## src/rtl/mc_controller_if.sv

```systemverilog
// Controller-to-datapath bundle: instruction fields and zero flag in, datapath controls out.
// The controller takes the master side; the datapath (or a bench) takes the slave side.
interface mc_controller_if;
  logic [5:0] op;
  logic [5:0] funct;
  logic       zero;
  logic       pcen;
  logic       iord;
  logic       memwrite;
  logic       irwrite;
  logic       regdst;
  logic       memtoreg;
  logic       regwrite;
  logic       alusrca;
  logic [1:0] alusrcb;
  logic [1:0] pcsrc;
  logic [2:0] alucontrol;
  logic       illegal;
  logic [3:0] state;

  modport master (
    input  op, funct, zero,
    output pcen, iord, memwrite, irwrite, regdst, memtoreg, regwrite,
           alusrca, alusrcb, pcsrc, alucontrol, illegal, state
  );

  modport slave (
    output op, funct, zero,
    input  pcen, iord, memwrite, irwrite, regdst, memtoreg, regwrite,
           alusrca, alusrcb, pcsrc, alucontrol, illegal, state
  );
endinterface

```

## src/rtl/mc_controller.sv

```systemverilog
// Multicycle MIPS control FSM: Moore state machine decoding op/funct into datapath enables,
// mux selects and the 3-bit ALU control code.
module mc_controller (
  input  logic            clk,
  input  logic            reset,
  mc_controller_if.master bus
);

  localparam logic [5:0] OP_RTYPE = 6'b000000;
  localparam logic [5:0] OP_LW    = 6'b100011;
  localparam logic [5:0] OP_SW    = 6'b101011;
  localparam logic [5:0] OP_BEQ   = 6'b000100;
  localparam logic [5:0] OP_ADDI  = 6'b001000;
  localparam logic [5:0] OP_J     = 6'b000010;

  typedef enum logic [3:0] {
    StFetch   = 4'd0,
    StDecode  = 4'd1,
    StMemAdr  = 4'd2,
    StMemRd   = 4'd3,
    StMemWb   = 4'd4,
    StMemWr   = 4'd5,
    StRtypeEx = 4'd6,
    StRtypeWb = 4'd7,
    StBeqEx   = 4'd8,
    StAddiEx  = 4'd9,
    StAddiWb  = 4'd10,
    StJEx     = 4'd11
  } state_e;

  typedef enum logic [1:0] {AluAdd, AluSub, AluFunct} aluop_e;

  state_e     state_q, state_d;
  aluop_e     aluop;
  logic       pcwrite, branch, funct_ok;
  logic       iord, memwrite, irwrite, regdst, memtoreg, regwrite, alusrca, illegal;
  logic [1:0] alusrcb, pcsrc;
  logic [2:0] alucontrol;

  always_ff @(posedge clk) begin
    if (reset) begin
      state_q <= StFetch;
    end else begin
      state_q <= state_d;
    end
  end

  always_comb begin
    funct_ok = 1'b0;
    case (bus.funct)
      6'b100000, 6'b100010, 6'b100100, 6'b100101, 6'b101010: funct_ok = 1'b1;
      default: funct_ok = 1'b0;
    endcase
  end

  always_comb begin
    state_d  = StFetch;
    aluop    = AluAdd;
    pcwrite  = 1'b0;
    branch   = 1'b0;
    iord     = 1'b0;
    memwrite = 1'b0;
    irwrite  = 1'b0;
    regdst   = 1'b0;
    memtoreg = 1'b0;
    regwrite = 1'b0;
    alusrca  = 1'b0;
    alusrcb  = 2'b00;
    pcsrc    = 2'b00;
    illegal  = 1'b0;
    case (state_q)
      StFetch: begin
        alusrcb = 2'b01;
        irwrite = 1'b1;
        pcwrite = 1'b1;
        state_d = StDecode;
      end
      StDecode: begin
        alusrcb = 2'b11;
        case (bus.op)
          OP_LW, OP_SW: state_d = StMemAdr;
          OP_RTYPE: begin
            if (funct_ok) state_d = StRtypeEx;
            else          illegal = 1'b1;
          end
          OP_BEQ:  state_d = StBeqEx;
          OP_ADDI: state_d = StAddiEx;
          OP_J:    state_d = StJEx;
          default: illegal = 1'b1;
        endcase
      end
      StMemAdr: begin
        alusrca = 1'b1;
        alusrcb = 2'b10;
        state_d = (bus.op == OP_SW) ? StMemWr : StMemRd;
      end
      StMemRd: begin
        iord    = 1'b1;
        state_d = StMemWb;
      end
      StMemWb: begin
        memtoreg = 1'b1;
        regwrite = 1'b1;
      end
      StMemWr: begin
        iord     = 1'b1;
        memwrite = 1'b1;
      end
      StRtypeEx: begin
        alusrca = 1'b1;
        aluop   = AluFunct;
        state_d = StRtypeWb;
      end
      StRtypeWb: begin
        regdst   = 1'b1;
        regwrite = 1'b1;
      end
      StBeqEx: begin
        alusrca = 1'b1;
        aluop   = AluSub;
        pcsrc   = 2'b01;
        branch  = 1'b1;
      end
      StAddiEx: begin
        alusrca = 1'b1;
        alusrcb = 2'b10;
        state_d = StAddiWb;
      end
      StAddiWb: regwrite = 1'b1;
      StJEx: begin
        pcsrc   = 2'b10;
        pcwrite = 1'b1;
      end
      default: state_d = StFetch;  // unreachable codes 12-15 recover to fetch
    endcase
  end

  always_comb begin
    alucontrol = 3'b010;
    case (aluop)
      AluSub: alucontrol = 3'b110;
      AluFunct: begin
        case (bus.funct)
          6'b100010: alucontrol = 3'b110;
          6'b100100: alucontrol = 3'b000;
          6'b100101: alucontrol = 3'b001;
          6'b101010: alucontrol = 3'b111;
          default:   alucontrol = 3'b010;
        endcase
      end
      default: alucontrol = 3'b010;
    endcase
  end

  // Write strobes are masked while reset is held so an abandoned instruction leaves no trace.
  assign bus.pcen       = (pcwrite | (branch & bus.zero)) & ~reset;
  assign bus.irwrite    = irwrite & ~reset;
  assign bus.regwrite   = regwrite & ~reset;
  assign bus.memwrite   = memwrite & ~reset;
  assign bus.illegal    = illegal & ~reset;
  assign bus.iord       = iord;
  assign bus.regdst     = regdst;
  assign bus.memtoreg   = memtoreg;
  assign bus.alusrca    = alusrca;
  assign bus.alusrcb    = alusrcb;
  assign bus.pcsrc      = pcsrc;
  assign bus.alucontrol = alucontrol;
  assign bus.state      = state_q;

endmodule
```

## src/flat_wrapper.sv

```systemverilog
// flat-port wrapper written by rule: the top's interface ports become plain ports
module mc_controller_flat 
  (clk, reset, bus_op, bus_funct, bus_zero, bus_pcen, bus_iord, bus_memwrite, bus_irwrite, bus_regdst, bus_memtoreg, bus_regwrite, bus_alusrca, bus_alusrcb, bus_pcsrc, bus_alucontrol, bus_illegal, bus_state);
  mc_controller_if bus_i ();
  input  logic clk;
  input  logic reset;
  input wire logic [$bits(bus_i.op)-1:0] bus_op;
  input wire logic [$bits(bus_i.funct)-1:0] bus_funct;
  input wire logic [$bits(bus_i.zero)-1:0] bus_zero;
  output wire logic [$bits(bus_i.pcen)-1:0] bus_pcen;
  output wire logic [$bits(bus_i.iord)-1:0] bus_iord;
  output wire logic [$bits(bus_i.memwrite)-1:0] bus_memwrite;
  output wire logic [$bits(bus_i.irwrite)-1:0] bus_irwrite;
  output wire logic [$bits(bus_i.regdst)-1:0] bus_regdst;
  output wire logic [$bits(bus_i.memtoreg)-1:0] bus_memtoreg;
  output wire logic [$bits(bus_i.regwrite)-1:0] bus_regwrite;
  output wire logic [$bits(bus_i.alusrca)-1:0] bus_alusrca;
  output wire logic [$bits(bus_i.alusrcb)-1:0] bus_alusrcb;
  output wire logic [$bits(bus_i.pcsrc)-1:0] bus_pcsrc;
  output wire logic [$bits(bus_i.alucontrol)-1:0] bus_alucontrol;
  output wire logic [$bits(bus_i.illegal)-1:0] bus_illegal;
  output wire logic [$bits(bus_i.state)-1:0] bus_state;
  assign bus_i.op = bus_op;
  assign bus_i.funct = bus_funct;
  assign bus_i.zero = bus_zero;
  assign bus_pcen = bus_i.pcen;
  assign bus_iord = bus_i.iord;
  assign bus_memwrite = bus_i.memwrite;
  assign bus_irwrite = bus_i.irwrite;
  assign bus_regdst = bus_i.regdst;
  assign bus_memtoreg = bus_i.memtoreg;
  assign bus_regwrite = bus_i.regwrite;
  assign bus_alusrca = bus_i.alusrca;
  assign bus_alusrcb = bus_i.alusrcb;
  assign bus_pcsrc = bus_i.pcsrc;
  assign bus_alucontrol = bus_i.alucontrol;
  assign bus_illegal = bus_i.illegal;
  assign bus_state = bus_i.state;
  mc_controller u_core (.clk(clk), .reset(reset), .bus(bus_i));
endmodule
```

## config.mk

```make
export PLATFORM = sky130hd
export DESIGN_NAME = mc_controller_flat
export DESIGN_NICKNAME = d
export VERILOG_FILES = /design/src/rtl/mc_controller_if.sv /design/src/rtl/mc_controller.sv /design/src/flat_wrapper.sv
export SDC_FILE = /design/constraint.sdc
export NUM_CORES = 1
export LEC_CHECK = 0
export ABC_CLOCK_PERIOD_IN_PS = 1600
export CORE_MARGIN = 2
export CORE_UTILIZATION = 35
export CTS_BUF_LIST = sky130_fd_sc_hd__clkbuf_8
export DETAILED_ROUTE_END_ITERATION = 12
export HOLD_SLACK_MARGIN = 0.03
export PLACE_DENSITY = 0.78
export SLEW_MARGIN = 20
export SYNTH_ARGS = -nofsm -noshare
export SYNTH_HDL_FRONTEND = slang
export SYNTH_SLANG_ARGS = --single-unit
export TNS_END_PERCENT = 5
```

## constraint.sdc

```tcl
create_clock -name clk -period 1.6 [get_ports clk]
set_input_delay 0.24 -clock clk [delete_from_list [all_inputs] [get_ports clk]]
set_output_delay 0.24 -clock clk [all_outputs]
set_load 0.005 [all_outputs]
```

* Word-level counts from Yosys, hierarchy flattened
Cells that the tools add are included.
** Word-level totals
- Word-level logic and storage cells :: 64
- Output and inout port bits :: 20
- Register bits :: 4
- Input bits :: 15
** Operators by class
- Equality and inequality tests :: 23
- Bitwise logic cells :: 8
- Mux-type cells :: 22
- Reductions and logical operators :: 10
** Operators by type and width (count)
- equality test 6 bit, second input constant :: 7
- one-hot mux 4 bit (6 select lines) :: 1
- one-hot mux 4 bit (5 select lines) :: 1
- equality test 4 x 3 -> 1 bit, second input constant :: 4
- equality test 4 bit, second input constant :: 4
- two-way mux 1 bit :: 12
- one-hot mux 3 bit (4 select lines) :: 1
- OR reduction 5 bit :: 2
- equality test 4 x 2 -> 1 bit, second input constant :: 2
- one-hot mux 2 bit (2 select lines) :: 2
- OR reduction 2 bit :: 4
- bitwise AND 1 bit :: 6
- equality test 6 x 2 -> 1 bit, second input constant :: 1
- equality test 6 x 3 -> 1 bit, second input constant :: 1
- equality test 6 x 4 -> 1 bit, second input constant :: 1
- logical NOT 6 bit :: 1
- two-way mux 3 bit :: 2
- one-hot mux 2 bit (3 select lines) :: 1
- one-hot mux 3 bit (2 select lines) :: 1
- equality test 4 x 1 -> 1 bit, second input constant :: 1
- logical NOT 4 bit :: 1
- OR reduction 4 bit :: 1
- OR reduction 3 bit :: 1
- equality test 2 x 1 -> 1 bit, second input constant :: 1
- other kinds (4) :: 4

* Depth between registers and ports, before layout
- Depth in word-level cells :: 7
- Depth in mapped cells :: 7
- Depth with buffers taken out :: 7

* Worst setup path before layout
OpenSTA, ideal clock, no wires.
- Kind :: reg-to-output
- Start point :: reg u_core.state_q[1], in the netlist u_core.bus.state[1]
- End point :: out bus_alucontrol[1]
- Path buffers :: 1
- Slack :: -107 ps
- Required time :: 1360 ps
- Cell stages (with the launch flop) :: 5
- Arrival time :: 1467 ps
- Cells stage by stage :: dfxtp_1 -> clkbuf_1 -> or3_1 -> ha_1 -> a211o_1
** On the way
- Longest elaborated chain between the ends :: 4
- Elaborated cells between the ends (all ways) :: 6
- Those cells by class :: eq/ne: 4; mux: 2
** Ends and longest elaborated chain
- from (decl) :: RTL line mc_controller.sv:33 : state_e state_q, state_d;
- from (signal assigned) :: RTL line mc_controller.sv:42 : state_q <= StFetch;
- from (signal assigned) :: RTL line mc_controller.sv:44 : state_q <= state_d;
- equality test 4 bit or equality test 4 x 3 -> 1 bit (tied branches) :: RTL line mc_controller.sv:71 : case (state_q)
- one-hot mux 2 bit (2 select lines) * :: RTL line mc_controller.sv:71
- equality test 2 bit or equality test 2 x 1 -> 1 bit (tied branches) :: RTL line mc_controller.sv:140 : case (aluop)
- one-hot mux 3 bit (2 select lines) * :: RTL line mc_controller.sv:140
- to (decl) :: RTL line flat_wrapper.sv:20 : output wire logic [$bits(bus_i.alucontrol)-1:0] bus_alucontrol;
Every way passes the cells marked *; elsewhere a longest branch is shown, timed or not.

* Worst setup path in the final report
Same ends and word-level chain as after synthesis.

==> impl_results.md <==
- Status: finished with violations
- Violated checks: setup timing
- Initial Utilization: 38.4%
- Max incr delay on CP: 390 ps
- Setup violators final: 7
- Hold Path Depth: 3
- Startpoint Class: register
- Syn_nets: 107
- H-Tree Depth: 1
- Crit path DAT: 1620 ps
- Worst-Margin Slew: 314 ps
- Yosys reg bits: 4
- Post-route antenna net violation count: 0
- Layout area overhead: 124%
- Levels on crit path: 5
- Worst Path Max Fanout: 3
- Skew-Pair Late Insertion Delay: 220 ps
- GRT Util Overall: 26.6%
- Max reg flops: 4
- Final count of hold timing violations: 0
- Share of layout cells above drive strength 1: 50.0%
- FP Rows: 14
- Worst Hold Class: in2reg
- Critical Path RT: 1360 ps
- Clk root buf: clkbuf_8
- FFs w/ async S/R, synth: 0%
- Final setup margin: -258 ps
- Syn_area_per_cell: 6.65 um^2
- Pwr/cell area: 372 nW/um^2
- Largest net degree at the start of global routing: 10
- Pre-antenna DRT Iters: 4
- CP Class: reg2out
- Synth top area cells: dfxtp_1 13%, nor3_1 11%, a21oi_1 5.9%
- Commonest cells in the netlist: 13 x nor3_1, 9 x nor2_1, 7 x a21oi_1
- First-pass GRT wire length: 4000 um
- Leading area contributor after synthesis: dfxtp_1
- Fin crit share: 116%
- Reg clk slew, reported paths: 30 ps
- LEAKAGE: 0.606 nW
- Vias in the first global route: 921
- Number of max-cap violations: 0
- Tot Pwr: 0.497 mW
- Top cell type's share of synthesized area: 13.4%
- Dpl hpwl: 1800 um
- RSZ-0062 raised after global routing: true
- Tmin final: 1860 ps
- Ant diodes: 0
- Count leader, synth: nor3_1
- Width of the die: 45.3 um
- Vias per inst: 5.49
- Port Buffers: 34
- Max Slew Vio Count: 0
- CP max stage cell: or3_4
- Achievable Freq: 538 MHz
- DRC viols: 0
- Top_reg_cell synth: dfxtp_1
- Post-synth EDFFs: 0
- Sink Count: 4
- Final Net Count: 179
- Vias after detailed routing: 966
- Die H: 45.3 um
- Drt initial violations: 12
- WL per Instance: 14.3 um
- Yosys warning count: 0
- Worst path buffer plus inverter count: 2
- Family with the most delay on the worst path: simple AND/OR/NAND/NOR gates
- IO Count: 35
- Remaining Overflow, GRT: 0
- Crit. End Element: primary output
- Slew margin rel.: 78.9%
- Final Skew: 5.68 ps
- Worst reg-to-reg path cell count: 6
- Maximum buffer depth of the clock tree: 2
- Post-synthesis sequential area ratio: 13.4%
- Yosys cell types: 37
- Core area: 1560 um^2
- Post-Syn Instances: 90
- Initial antenna violation count: 0
- Inserted Clock Buffers: 3
- Die area: 2060 um^2
- Netlist Area Pre-Place: 598 um^2
- TritonCTS clock tree: yes
- Hold Slack: 417 ps
- Critical path, cell by cell: buf_6 > or3_4 > ha_4 > a211o_1 > buf_2
- Drt total wl: 2520 um
- RD Place Congestion: 0.850
- Peak VDD IR: 0.000842 V
## worst paths after layout
check                      startpoint                   to  slack (ps)
setup / recovery  u_core.bus.state[1]    bus_alucontrol[1]        -260
hold / removal                  reset  u_core.bus.state[0]         420
setup reg to reg  u_core.bus.state[0]  u_core.bus.state[1]         130
hold reg to reg   u_core.bus.state[3]  u_core.bus.state[0]         500
## kinds of logic after synthesis
kind of cell / after synthesis / synth area share, %
multiplexers: 2 / 3.35
XOR/XNOR: 3 / 4.39
flip-flops: 4 / 13.4
AO/OA/AOI/OAI: 21 / 23.4
AND/OR/NAND/NOR: 47 / 43.9
adder cells (fa/ha/maj): 2 / 4.18
buffers and inverters: 11 / 7.32
## report_power, final
part	switching, mW	total [mW]	internal [mW]
clock	0.0496	0.210	0.160
combinational	0.0809	0.180	0.0993
sequential	0.00514	0.107	0.102
total	0.136	0.497	0.362
## worst min-delay path, stage by stage
cell and delay, ps:
dlymetal6s2s_1 120, buf_4 170, nor3_1 60
## area by class of cell
| class | instances | area [um^2] |
|---|---|---|
| clock buffer | 3 | 41.3 |
| fill | 86 | 221 |
| inverter | 5 | 18.8 |
| multi-input combinational | 75 | 578 |
| sequential | 4 | 87.6 |
| tap | 16 | 20.0 |
| timing repair buffer | 73 | 592 |
## metrics by stage
stage | instances | worst slack [ps] | setup TNS [ps] | utilization [%] | instance area [um^2]
after floorplan | 90 | 5.88 | 0 | - | 627
after global placement | 169 | -635 | -3930 | 78.3 | 1220
after detailed placement | 169 | -620 | -4560 | 78.3 | 1220
after CTS | 175 | -313 | -1340 | 83.9 | 1310
after global routing | 176 | -289 | -1400 | 85.8 | 1340
final | 176 | -258 | -1040 | 85.8 | 1340
## routing by layer
metal | GRT usage, % | up-vias | routed length [um]
met5 | 0 | - | 0
met4 | 1.18 | 0 | 10
met3 | 6.40 | 2 | 77
met2 | 53.1 | 28 | 1420
met1 | 29.0 | 463 | 1010
li1 | - | 473 | -
## what timing repair did
item / in CTS / in global routing
pin swaps: 11 / 6
setup buffers: 3 / 1
resized for setup: 64 / 15
hold buffers: 0 / 0
setup endpoints to repair: 20 / 15
## cell usage in the layout (no fill, tap or decap), drive strengths merged, types with 2 or more instances in the layout
cell            n
buf            47
nor3           14
dlygate4sd2    11
nor2            9
clkdlybuf4s50   8
a21oi           8
nand2           7
inv             5
nor4            5
o21ai           4
clkbuf          4
dfxtp           4
clkdlybuf4s15   4
a31oi           3
nand2b          2
or3             2
mux2i           2
xor2            2
ha              2
dlymetal6s2s    2
or4             2
Note: power is estimated with default switching activity, not from simulation.
